<file path="src/rtl/shift_sequencer_pkg.sv">
// Shared types and default sizing for the shift sequencer.
package shift_sequencer_pkg;

  // Default operand width and shift-amount width.
  localparam int DEF_WIDTH = 8;
  localparam int DEF_AMT_W = 3;

  // Sequencer FSM states.
  typedef enum logic [1:0] {
    IDLE  = 2'd0,
    SHIFT = 2'd1,
    HOLD  = 2'd2
  } state_t;

endpackage : shift_sequencer_pkg

</file>
<file path="src/rtl/shift_sequencer_if.sv">
// Handshake bundle of the shift sequencer: operand input, result output,
// abort request and activity indication.
interface shift_sequencer_if #(
  parameter int WIDTH = 8,
  parameter int AMT_W = 3
);

  logic             flush;
  logic             in_valid;
  logic             in_ready;
  logic [WIDTH-1:0] in_data;
  logic [AMT_W-1:0] in_amt;
  logic             out_valid;
  logic             out_ready;
  logic [WIDTH-1:0] out_data;
  logic             busy;

  // Requester / consumer side.
  modport master (
    output flush, in_valid, in_data, in_amt, out_ready,
    input  in_ready, out_valid, out_data, busy
  );

  // Sequencer side.
  modport slave (
    input  flush, in_valid, in_data, in_amt, out_ready,
    output in_ready, out_valid, out_data, busy
  );

endinterface : shift_sequencer_if

</file>
<file path="src/rtl/shift_sequencer_shr1_stage.sv">
// Single shared one-bit logical right-shift stage (zero fill into the MSB).
module shr1_stage #(
  parameter int WIDTH = 8
) (
  input  logic [WIDTH-1:0] din,
  output logic [WIDTH-1:0] dout
);

  assign dout = {1'b0, din[WIDTH-1:1]};

endmodule : shr1_stage

</file>
<file path="src/rtl/shift_sequencer.sv">
// Variable logical right shifter that reuses one 1-bit stage, applying it
// once per clock for the requested number of positions.
module shift_sequencer
  import shift_sequencer_pkg::*;
#(
  parameter int WIDTH = DEF_WIDTH,
  parameter int AMT_W = DEF_AMT_W
) (
  input logic            clk,
  input logic            rst,
  shift_sequencer_if.slave bus
);

  state_t           state_r;
  state_t           state_nxt;
  logic [WIDTH-1:0] data_r;
  logic [WIDTH-1:0] data_nxt;
  logic [AMT_W-1:0] cnt_r;
  logic [AMT_W-1:0] cnt_nxt;
  logic [WIDTH-1:0] shr_out;

  // The only shifter in the block; it always looks at the working register.
  shr1_stage #(.WIDTH(WIDTH)) u_shr1 (
    .din  (data_r),
    .dout (shr_out)
  );

  // State, working data and remaining-count registers.
  always_ff @(posedge clk or posedge rst) begin
    if (rst) begin
      state_r <= IDLE;
      data_r  <= '0;
      cnt_r   <= '0;
    end else begin
      state_r <= state_nxt;
      data_r  <= data_nxt;
      cnt_r   <= cnt_nxt;
    end
  end

  // Next-state and datapath selection; flush overrides everything else and
  // leaves the working data untouched.
  always_comb begin
    state_nxt = state_r;
    data_nxt  = data_r;
    cnt_nxt   = cnt_r;
    if (bus.flush) begin
      state_nxt = IDLE;
      cnt_nxt   = '0;
    end else begin
      case (state_r)
        IDLE: begin
          if (bus.in_valid) begin
            data_nxt = bus.in_data;
            cnt_nxt  = bus.in_amt;
            if (bus.in_amt == {AMT_W{1'b0}}) begin
              state_nxt = HOLD;
            end else begin
              state_nxt = SHIFT;
            end
          end else begin
            state_nxt = IDLE;
          end
        end
        SHIFT: begin
          // Count is nonzero on entry, so the decrement cannot wrap.
          data_nxt = shr_out;
          cnt_nxt  = cnt_r - AMT_W'(1);
          if (cnt_r == AMT_W'(1)) begin
            state_nxt = HOLD;
          end else begin
            state_nxt = SHIFT;
          end
        end
        HOLD: begin
          if (bus.out_ready) begin
            state_nxt = IDLE;
          end else begin
            state_nxt = HOLD;
          end
        end
        default: begin
          state_nxt = IDLE;
          cnt_nxt   = '0;
        end
      endcase
    end
  end

  // Handshake outputs decode the state register only; the result is the
  // working register itself, so both are glitch-free register outputs.
  assign bus.in_ready  = (state_r == IDLE);
  assign bus.out_valid = (state_r == HOLD);
  assign bus.busy      = (state_r != IDLE);
  assign bus.out_data  = data_r;

endmodule : shift_sequencer
</file>
<file path="src/flat_wrapper.sv">
// flat-port wrapper written by rule: the top's interface ports become plain ports
module shift_sequencer_flat import shift_sequencer_pkg::*;
#(
  parameter int WIDTH = DEF_WIDTH,
  parameter int AMT_W = DEF_AMT_W
)
  (clk, rst, bus_flush, bus_in_valid, bus_in_data, bus_in_amt, bus_out_ready, bus_in_ready, bus_out_valid, bus_out_data, bus_busy);
  shift_sequencer_if #(.WIDTH(WIDTH), .AMT_W(AMT_W)) bus_i ();
  input logic clk;
  input logic rst;
  input wire logic [$bits(bus_i.flush)-1:0] bus_flush;
  input wire logic [$bits(bus_i.in_valid)-1:0] bus_in_valid;
  input wire logic [$bits(bus_i.in_data)-1:0] bus_in_data;
  input wire logic [$bits(bus_i.in_amt)-1:0] bus_in_amt;
  input wire logic [$bits(bus_i.out_ready)-1:0] bus_out_ready;
  output wire logic [$bits(bus_i.in_ready)-1:0] bus_in_ready;
  output wire logic [$bits(bus_i.out_valid)-1:0] bus_out_valid;
  output wire logic [$bits(bus_i.out_data)-1:0] bus_out_data;
  output wire logic [$bits(bus_i.busy)-1:0] bus_busy;
  assign bus_i.flush = bus_flush;
  assign bus_i.in_valid = bus_in_valid;
  assign bus_i.in_data = bus_in_data;
  assign bus_i.in_amt = bus_in_amt;
  assign bus_i.out_ready = bus_out_ready;
  assign bus_in_ready = bus_i.in_ready;
  assign bus_out_valid = bus_i.out_valid;
  assign bus_out_data = bus_i.out_data;
  assign bus_busy = bus_i.busy;
  shift_sequencer #(.WIDTH(WIDTH), .AMT_W(AMT_W)) u_core (.clk(clk), .rst(rst), .bus(bus_i));
endmodule
</file>
<file path="config.mk">
export PLATFORM = sky130hd
export DESIGN_NAME = shift_sequencer_flat
export DESIGN_NICKNAME = d
export VERILOG_FILES = /design/src/rtl/shift_sequencer_pkg.sv /design/src/rtl/shift_sequencer_if.sv /design/src/rtl/shift_sequencer_shr1_stage.sv /design/src/rtl/shift_sequencer.sv /design/src/flat_wrapper.sv
export SDC_FILE = /design/constraint.sdc
export NUM_CORES = 1
export LEC_CHECK = 0
export CORE_ASPECT_RATIO = 1.4
export CORE_MARGIN = 2
export CORE_UTILIZATION = 44
export DETAILED_ROUTE_END_ITERATION = 7
export GPL_TIMING_DRIVEN = 0
export PLACE_DENSITY = 0.77
export SLEW_MARGIN = 0
export SYNTH_ARGS = -nofsm -noshare
export SYNTH_HDL_FRONTEND = slang
export SYNTH_HIERARCHICAL = 1
export SYNTH_SLANG_ARGS = --single-unit
</file>
<file path="constraint.sdc">
create_clock -name clk -period 1.6 [get_ports clk]
set_input_delay 0.48 -clock clk [delete_from_list [all_inputs] [get_ports clk]]
set_output_delay 0.48 -clock clk [all_outputs]
set_load 0.005 [all_outputs]
</file>
=== Yosys cells after proc, flatten, opt, wreduce, memory -nomap -nowiden ===
Cells that the tools add are included.

* Flip-flop bits (word level): 13
* Output and inout bits: 11
* Word-level logic and storage cells: 28
* Input port bits: 16

* Muxes and demuxes: 11
* $add $sub $neg: 1
* Reduce and logical (&&, ||, !) cells: 6
* Equality and inequality tests: 6
* Bitwise gates (word level): 1

{| class="wikitable"
|+ Operator list
! operator !! count
|-
| 8-bit case mux with 2 select lines || 1
|-
| 2-bit 2-to-1 mux || 5
|-
| 3-bit case mux with 3 select lines || 1
|-
| 8-bit 2-to-1 mux || 1
|-
| 3-bit 2-to-1 mux || 2
|-
| 2-bit case mux with 3 select lines || 1
|-
| 2-bit inequality test, second input constant || 2
|-
| 2-bit nonzero test || 2
|-
| 3-bit by 1-bit == test with 1-bit output, second input constant || 1
|-
| 3-bit logical NOT || 1
|-
| 3-bit inequality test, second input constant || 1
|-
| 3-bit AND reduction || 1
|-
| 3-bit by 1-bit subtractor with 3-bit output, second input constant || 1
|-
| 2-bit by 1-bit == test with 1-bit output, second input constant || 1
|-
| 2-bit == test, second input constant || 1
|-
| 2-bit logical NOT || 1
|-
| 2-bit AND reduction || 1
|-
| 1-bit inverter || 1
|}

=== Logic depth before layout (Yosys ltp) ===
Gate-level depths: netlist of the first run.

* Depth in word-level cells: 5
* Mapped depth: 5
* Mapped depth without buffers: 5

=== Hierarchy ===
The synthesis of the first run kept the hierarchy.

{| class="wikitable"
|+ By module, submodules not included
! module !! instances !! area each (um^2) !! cells an instance !! seq. area each (um^2)
|-
| shift_sequencer || 1 || 748.2 || 66 || 325.3
|-
| shr1_stage || 1 || 63.8 || 9 || 0.0
|}

=== Least setup slack after synthesis of the first run ===
OpenSTA, ideal clock, no wires.

* Kind: register to register
* Start: register u_core.state_r[0]
* End: register u_core.data_r[0] (netlist: u_core/bus.out_data[0])
* Clock period less this slack: 1.402 ns
* Data required time: 1.475 ns
* Setup slack: 0.198 ns
* Stages on the path, launching flop included: 6
* Library setup time: 0.125 ns
* Arrival time: 1.277 ns
* Path buffers: 2
* Cell sequence: dfrtp_1 > buf_6 > nor2b_4 > buf_6 > mux2_2 > mux2_2

* Word-level cells in the longest chain between the ends: 3
* Elaborated cells on any way between the ends: 6
* Classes of those cells: 2 x eq/ne; 1 x mux; 3 x reduce/logical

{| class="wikitable"
|+ RTL lines
! what !! RTL line !! text
|-
| start, declared || shift_sequencer.sv:14 || <nowiki>state_t state_r;</nowiki>
|-
| start signal, assigned || shift_sequencer.sv:35 || <nowiki>state_r <= state_nxt;</nowiki>
|-
| 2-bit by 1-bit == test with 1-bit output or 2-bit logical NOT (tied branches) || shift_sequencer.sv:51 || <nowiki>case (state_r)</nowiki>
|-
| 2-bit nonzero test (no source line) or 2-bit inequality test (tied branches) || n/a ||
|-
| 3-bit AND reduction (no source line) || n/a ||
|-
| end signal, assigned || shift_sequencer.sv:36 || <nowiki>data_r <= data_nxt;</nowiki>
|-
| end, declared || shift_sequencer.sv:16 || <nowiki>logic [WIDTH-1:0] data_r;</nowiki>
|}

Parallel ways exist; a longest one is shown, timed or not.
A chain may end at the register's enable or synchronous reset.

=== Final worst setup path of the first run ===
* Start: register u_core.state_r[1]
* End: register u_core.data_r[1] (netlist: u_core/bus.out_data[1])

Same word-level chain as after synthesis.

==> metrics.yaml, run 1 <==
floorplanning:
  top_level_ports: 27
  core_area_um2: 1760
  die_w_um: 40.3
  die_area_um2: 2210
  die_y_um: 54.8
  initial_core_util_pct: 46.2
  row_count: 18
synthesis:
  synth_nets: 93
  synth_warnings: 6
  ys_types: 26
  syn_area_per_cell_um2: 10.8
  yosys_register_bits: 13
  syn_inst: 75
  syn_area_um2: 812
  yosysSeqAreaShare_pct: 40.1
timing:
  fin_crit_sh_pct: 98.1
  setup_viol: 0
  fmax_ghz: 0.637
  final-max-slew-violation-count: 0
  fin_skew_ns: 0.00344
  finalCriticalPeriod_ns: 1.57
  fin_setup_tns_ns: 0
  fin_ws_ns: 0.0305
  final_hold_viol_count: 0
detailed_routing:
  first_iter_violations: 6
  viasPerCell: 5.07
  wirelength_um: 1830
  dr_total_vias: 705
  wl_per_cell_um: 13.1
  drc_errors: 0
  firstDrtPassIters: 4
  ant_nets: 0
finish:
  fillers: 144
  final_util_pct: 70.5
  nNetsFinal: 138
  drive_above_1_share_pct: 42.9
  final_common_cell: "buf_4"
  antenna_cells: 0
  final_cell_mix: "21 x buf_4, 16 x mux2_2, 13 x clkdlybuf4s50_1, 12 x dfrtp_1"
  syn2layout_area_growth_pct: 52.5
  stdcell_count: 139
critical_path:
  critPathCaptureType: "register"
  worstPathArrival_ns: 1.73
  critPathMaxFanout: 5
  cp-start-kind: "register"
  critPathKind: "reg2reg"
  required_ns: 1.76
  crit_start: "u_core/state_r[1]$_DFF_PP0_"
  r2r_start: "u_core/state_r[1]$_DFF_PP0_"
power:
  power_density_nw_per_um2: 959
  cellLeakagePower_nw: 0.597
  vdd_drop_max_v: 0.000723
  total_power_mw: 1.19
global_route:
  grt_pass1_vias: 681
  grt_pass1_wl_um: 2730
  grt_max_degree: 14
  grt-ovfl-total: 0
  grt.total_usage_pct: 18.6
  antenna_found_initial: 0
clock_network:
  clock-sinks: 13
  worstSkewPairLatency_ns: 0.27
  htreeDepth: 1
  holdBufCountCts: 0
  clk_pin_slew_ns: 0.07
  cts_tree: "done"
  clock_path_buffers: 2
  root_buffer: "clkbuf_4"
  cts_buffers: 3
placed_design:
  place_ws_ns: -0.573
  dp_cells: 121
  io_buffers: 26
  hpwlAfterDp_um: 1140
  gp_congestion: 0.764
status:
  status: "finished clean"
flow_run:
  max_cap_viol_count: 0
min_path:
  hold_path.class: "reg2reg"
  min_from: "u_core/bus.out_data[0]$_DFFE_PP0P_"
[cells by family after synthesis]
logic type,share of synthesized area (%)
DFF,40.1
adders and majority gates,3.08
xor gates and xnor gates,1.08
muxes,22.2
AOI/OAI and AO/OA,8.01
and+or+nand+nor,11.7
other,0.462
buffers and inverters,13.4
[per-layer routing]
metal | up-vias | share of wire (%) | GRT usage [%]
li1 | 339 | - | -
met1 | 331 | 38 | 19.3
met2 | 26 | 53 | 32.8
met3 | 9 | 4.6 | 2.44
met4 | 0 | 3.8 | 13.3
met5 | - | 0 | 0
[worst paths after layout]
kind / endpoint / slack, ns / cells after the start
worst min register to register: u_core/bus.out_data[0]$_DFFE_PP0P_ / 0.51 / 1
max in group asynchronous: u_core/state_r[1]$_DFF_PP0_ / 0.71 / 2
worst max register to register: u_core/bus.out_data[1]$_DFFE_PP0P_ / 0.03 / 5
min in group asynchronous: u_core/bus.out_data[5]$_DFFE_PP0P_ / 0.53 / 2
worst max-delay path: u_core/bus.out_data[1]$_DFFE_PP0P_ / 0.03 / 5
worst min-delay path: u_core/bus.out_data[0]$_DFFE_PP0P_ / 0.51 / 1
[flip-flops by register name (all words and copies together) (netlist names)]
name	flops
u_core/bus.out_data	8
u_core/cnt_r	3
u_core/state_r	2
[final cells by class]
class	instances	area, µm²	area share [%]
repair buffers	40	353	28.5
well taps	20	25.0	2.02
clock buffers	4	26.3	2.12
flip-flops and latches	13	327	26.4
inverters	7	26.3	2.12
multi-input cells	45	399	32.2
plain buffers	10	82.6	6.67
[worst max-delay path: stages (launching register included)]
cell and delay, ns:
dfrtp_2 0.46, buf_6 0.14, nor2b_4 0.13, buf_6 0.14, mux2_2 0.33, mux2_2 0.26
[power by group]
| group | total, mW | switching, mW | internal, mW | leakage [nW] |
|---|---|---|---|---|
| logic | 0.546 | 0.185 | 0.362 | 0.423 |
| registers | 0.445 | 0.0427 | 0.402 | 0.158 |
| clock network | 0.196 | 0.0997 | 0.0965 | 0.0150 |
[cell usage after synthesis, drive strengths merged]
library cell  count  share of area (%)
nand3             1               0.62
o41ai             1                1.1
inv               7                3.2
nand2b            1               0.77
conb              1               0.46
xor2              1                1.1
a32oi             1                1.1
nor3              2                1.8
nand2             1               0.46
buf              10                 10
mux2             16                 22
a221oi            1                1.1
dfrtp            13                 40
a21oi             4                2.5
nor3b             1               0.92
nand3b            2                1.8
o21ai             1               0.62
nor2              4                1.8
a31oi             1               0.77
o21bai            1               0.92
nor2b             2                2.5
or4               1               0.92
ha                2                3.1
[per-stage QoR]
stage | area [µm²] | hold slack (ns)
after CTS | 1220 | 0.511
after detailed placement | 1100 | 0.494
after global placement | 1100 | 0.492
after global routing | 1240 | 0.515
final | 1240 | 0.506
after floorplan | 812 | 0.357
[repair_timing]
| item | 4_1_cts | 5_1_grt |
|---|---|---|
| setup endpoints to repair | 18 | 13 |
| gates cloned | 0 | 1 |
| gates resized for setup | 25 | 6 |
| buffers inserted | 12 | 2 |
| pin swaps | 2 | 1 |
No activity file was read; power rests on OpenSTA's default activity.
==> run 2, diff against run 1 <==
Settings changed: CAP_MARGIN from default to 15, CORE_ASPECT_RATIO 1.4 to default, CORE_UTILIZATION 44 to 42, CTS_CLUSTER_SIZE from default to 28, PLACE_DENSITY 0.77 to 0.76, SYNTH_HIERARCHICAL 1 to default.
==> metrics.yaml, run 2 <==
status:
  status: "complete, but fails checks"  # was finished clean
  violations: "setup timing"
clock_network:
  cts_buffers: 3  # unchanged
  clock_path_buffers: 2  # unchanged
  htreeDepth: 1  # unchanged
  worstSkewPairLatency_ns: 0.28  # was 0.27 ns
  clk_pin_slew_ns: 0.08  # was 0.07 ns
  cts_tree: "done"  # unchanged
  root_buffer: "clkbuf_4"  # unchanged
  clock-sinks: 13  # unchanged
critical_path:
  worst-path-buf-inv: 3  # was 2
  cp-start-kind: "register"  # unchanged
  critPathMaxStageDelay_ns: 0.42  # was 0.46 ns
  r2r_start: "u_core.state_r[1]$_DFF_PP0_"  # was u_core/state_r[1]$_DFF_PP0_
  cp_slowest_cell: "dfrtp_2"  # unchanged
  critPathKind: "reg2reg"  # unchanged
  worstPathArrival_ns: 1.79  # was 1.73 ns
  ff2ff_path_depth: 6  # was 5
  critPathMaxFanout: 5  # unchanged
  r2r_slack_ns: -0.02  # was 0.03 ns
  path_cells: "buf_6 -> buf_6 -> nor2b_4 -> buf_6 -> mux2_4 -> mux2_4"  # was buf_6 -> nor2b_4 -> buf_6 -> mux2_2 -> mux2_2
  critPathCaptureType: "register"  # unchanged
  crit-reg2reg-capture: "u_core.bus.out_data[6]$_DFFE_PP0P_"  # was u_core/bus.out_data[1]$_DFFE_PP0P_
  crit_top_cell: "buf_6"
  required_ns: 1.77  # was 1.76 ns
  critical_path.top_delay_family: "multiplexers"  # unchanged
finish:
  final_cell_area_um2: 1250  # was 1240 µm²
  stdcell_count: 130  # was 139
  final_common_cell: "buf_4"  # unchanged
  syn2layout_area_growth_pct: 70.9  # was 52.5%
  final_util_pct: 74.1  # was 70.5%
  fillers: 117  # was 144
  antenna_cells: 0  # unchanged
  largest_reg_flops: 8  # unchanged
  drive_above_1_share_pct: 46.0  # was 42.9%
  final_cell_mix: "14 x buf_4, 13 x clkdlybuf4s50_1, 11 x mux2_4, 11 x dfrtp_1, 9 x dlygate4sd2_1"  # was 21 x buf_4, 16 x mux2_2, 13 x clkdlybuf4s50_1, 12 x dfrtp_1
  nNetsFinal: 132  # was 138
synthesis:
  yosys_register_bits: 13  # unchanged
  synth_common_cells: "15 x mux2_2, 13 x dfrtp_1, 7 x inv_1"  # was 16 x mux2_2, 13 x dfrtp_1, 8 x buf_4
  yosysSeqAreaShare_pct: 44.4  # was 40.1%
  syn_area_per_cell_um2: 11.4  # was 10.8 µm²
  synth_warnings: 0  # was 6
  synthFlopType: "dfrtp_1"  # unchanged
  ys_async_sr_fraction_pct: 100  # unchanged
  synth_nets: 82  # was 93
  synth_area_leaders: "dfrtp_1 44%, mux2_2 23%, inv_1 3.6%, ha_1 3.4%, a21oi_1 2.7%"  # was dfrtp_1 40%, mux2_2 22%, buf_4 7.4%, inv_1 3.2%, ha_1 3.1%
  syn_inst: 64  # was 75
  netlist.area_leader.share_pct: 44.4  # was 40.1%
  syn_area_um2: 732  # was 812 µm²
  yosysMostFrequentCell: "mux2_2"  # unchanged
  ys_types: 22  # was 26
  synth_top_area_cell: "dfrtp_1"  # unchanged
  synth_edf_count: 0  # unchanged
floorplanning:
  initial_core_util_pct: 43.3  # was 46.2%
  die_w_um: 45.7  # was 40.3 µm
  core_area_um2: 1690  # was 1760 µm²
  top_level_ports: 27  # unchanged
  die_y_um: 45.7  # was 54.8 µm
  die_area_um2: 2090  # was 2210 µm²
  row_count: 15  # was 18
global_route:
  grt-ovfl-total: 0  # unchanged
  grt_pass1_wl_um: 3110  # was 2730 µm
  antenna_found_initial: 0  # unchanged
  grt.total_usage_pct: 21.5  # was 18.6%
  grt_pass1_vias: 726  # was 681
  grt_max_degree: 14  # unchanged
power:
  cellLeakagePower_nw: 0.611  # was 0.597 nW
  power_density_nw_per_um2: 938  # was 959 nW/µm²
  vdd_drop_max_v: 0.000649  # was 0.000723 V
timing:
  fin_skew_ns: 0.00423  # was 0.00344 ns
  setup_viol: 7  # was 0
  fin_crit_sh_pct: 101  # was 98.1%
  fmax_ghz: 0.619  # was 0.637 GHz
  grt_setup_unrepaired: "yes"
  fin_ws_ns: -0.0158  # was 0.0305 ns
  finalCriticalPeriod_ns: 1.62  # was 1.57 ns
  final-max-slew-violation-count: 0  # unchanged
  final_hold_viol_count: 0  # unchanged
  worst_pin_slew_ns: 0.518
  max_slew_margin_pct: 65.4
detailed_routing:
  wl_per_cell_um: 15.8  # was 13.1 µm
  dr_total_vias: 698  # was 705
  ant_nets: 0  # unchanged
  first_iter_violations: 10  # was 6
  drc_errors: 0  # unchanged
  firstDrtPassIters: 4  # unchanged
  viasPerCell: 5.37  # was 5.07
  wirelength_um: 2050  # was 1830 µm
placed_design:
  placed_area_um2: 1010  # was 1100 µm²
  hpwlAfterDp_um: 1070  # was 1140 µm
  io_buffers: 26  # unchanged
  dp_cells: 107  # was 121
  gp_congestion: 0.857  # was 0.764
min_path:
  hold_path.class: "in2async"  # was reg2reg
flow_run:
  max_cap_viol_count: 0  # unchanged
==> run 2: cell count changes after synthesis, moves of 2 or more <==
cell      change
buf_4         -8
nand3_1       +3
and2b_2       +2
nand3b_1      -2
nor2_1        -2
==> run 2: worst max path at each step <==
| stage | from | end | slack (ns) | depth (start not counted) |
|---|---|---|---|---|
| 5_1_grt | u_core.state_r[1]$_DFF_PP0_ | u_core.bus.out_data[6]$_DFFE_PP0P_ | -0.07 | 6 |
| 3_5_place_dp | bus_in_valid | u_core.bus.out_data[7]$_DFFE_PP0P_ | -0.60 | 4 |
| 2_1_floorplan | u_core.state_r[0]$_DFF_PP0_ | u_core.bus.out_data[0]$_DFFE_PP0P_ | 0.20 | 4 |
| 3_3_place_gp | bus_in_valid | u_core.bus.out_data[6]$_DFFE_PP0P_ | -0.57 | 4 |
| 4_1_cts | u_core.state_r[1]$_DFF_PP0_ | bus_in_ready | -0.12 | 4 |
| 6_report | u_core.state_r[1]$_DFF_PP0_ | u_core.bus.out_data[6]$_DFFE_PP0P_ | -0.02 | 6 |
==> run 2: routing by layer <==
metal	up-vias	GRT usage [%]	wire, µm
met5	-	0	0
met4	0	9.71	26
met3	3	2.78	122
met2	32	37.5	1030
met1	337	26.1	872
li1	326	-	-
==> run 2: repair_timing <==
item | 4_1_cts | 5_1_grt
gates cloned | 1 | 0
gates resized for setup | 36 | 10
endpoints found under the setup margin | 19 | 11
pin swaps | 2 | 1
hold buffers | 0 | 0
buffers inserted | 16 | 2
==> run 2: stage by stage <==
step | setup slack (ns) | setup TNS [ns] | hold WS, ns | power [mW]
after detailed placement | -0.600 | -5.67 | 0.513 | 0.842
final | -0.0158 | -0.0814 | 0.524 | 1.17
after global placement | -0.574 | -5.43 | 0.492 | 0.833
after global routing | -0.0681 | -0.489 | 0.556 | 1.24
after floorplan | 0.196 | 0 | 0.357 | 0.632
after CTS | -0.118 | -0.227 | 0.537 | 1.15
==> run 2: worst register-to-register path, cell delays in order (launching register included) <==
cell,delay (ns)
dfrtp_2,0.42
buf_6,0.12
buf_6,0.11
nor2b_4,0.15
buf_6,0.16
mux2_4,0.30
mux2_4,0.25
==> run 2: final cells by class <==
cell class | instances | area (µm²) | area share [%]
Timing Repair Buffer | 45 | 404 | 32.3
Sequential cell | 13 | 328 | 26.2
Tap cell | 17 | 21.3 | 1.70
Buffer | 1 | 11.3 | 0.900
Clock buffer | 4 | 26.3 | 2.10
Multi-Input combinational cell | 43 | 434 | 34.7
Inverter | 7 | 26.3 | 2.10
==> run 2: kinds of logic after synthesis <==
| group | after synthesis | synth area share [%] |
|---|---|---|
| muxes | 15 | 23.1 |
| and+or+nand+nor | 15 | 13.7 |
| xor gates and xnor gates | 1 | 1.20 |
| adders and majority gates | 2 | 3.42 |
| buffers and inverters | 8 | 5.13 |
| DFF | 13 | 44.4 |
| AOI/OAI and AO/OA | 10 | 9.06 |
==> run 2: power breakdown <==
group          internal [mW]  switching, mW  leakage [nW]  total [mW]
sequential             0.401         0.0490         0.158       0.450
clock                 0.0969          0.113        0.0150       0.210
combinational          0.338          0.175         0.438       0.513
==> run 3, diff against run 2 <==
Settings changed: MAX_ROUTING_LAYER from default to met4.
==> results of run 3 <==
The final DEF is identical to that of run 2; final timing and power are the same.
Among the figures that moved: final weighted congestion in routability-driven placement 0.857 -> 0.871; overall routing resource usage 21.5% -> 22.1%
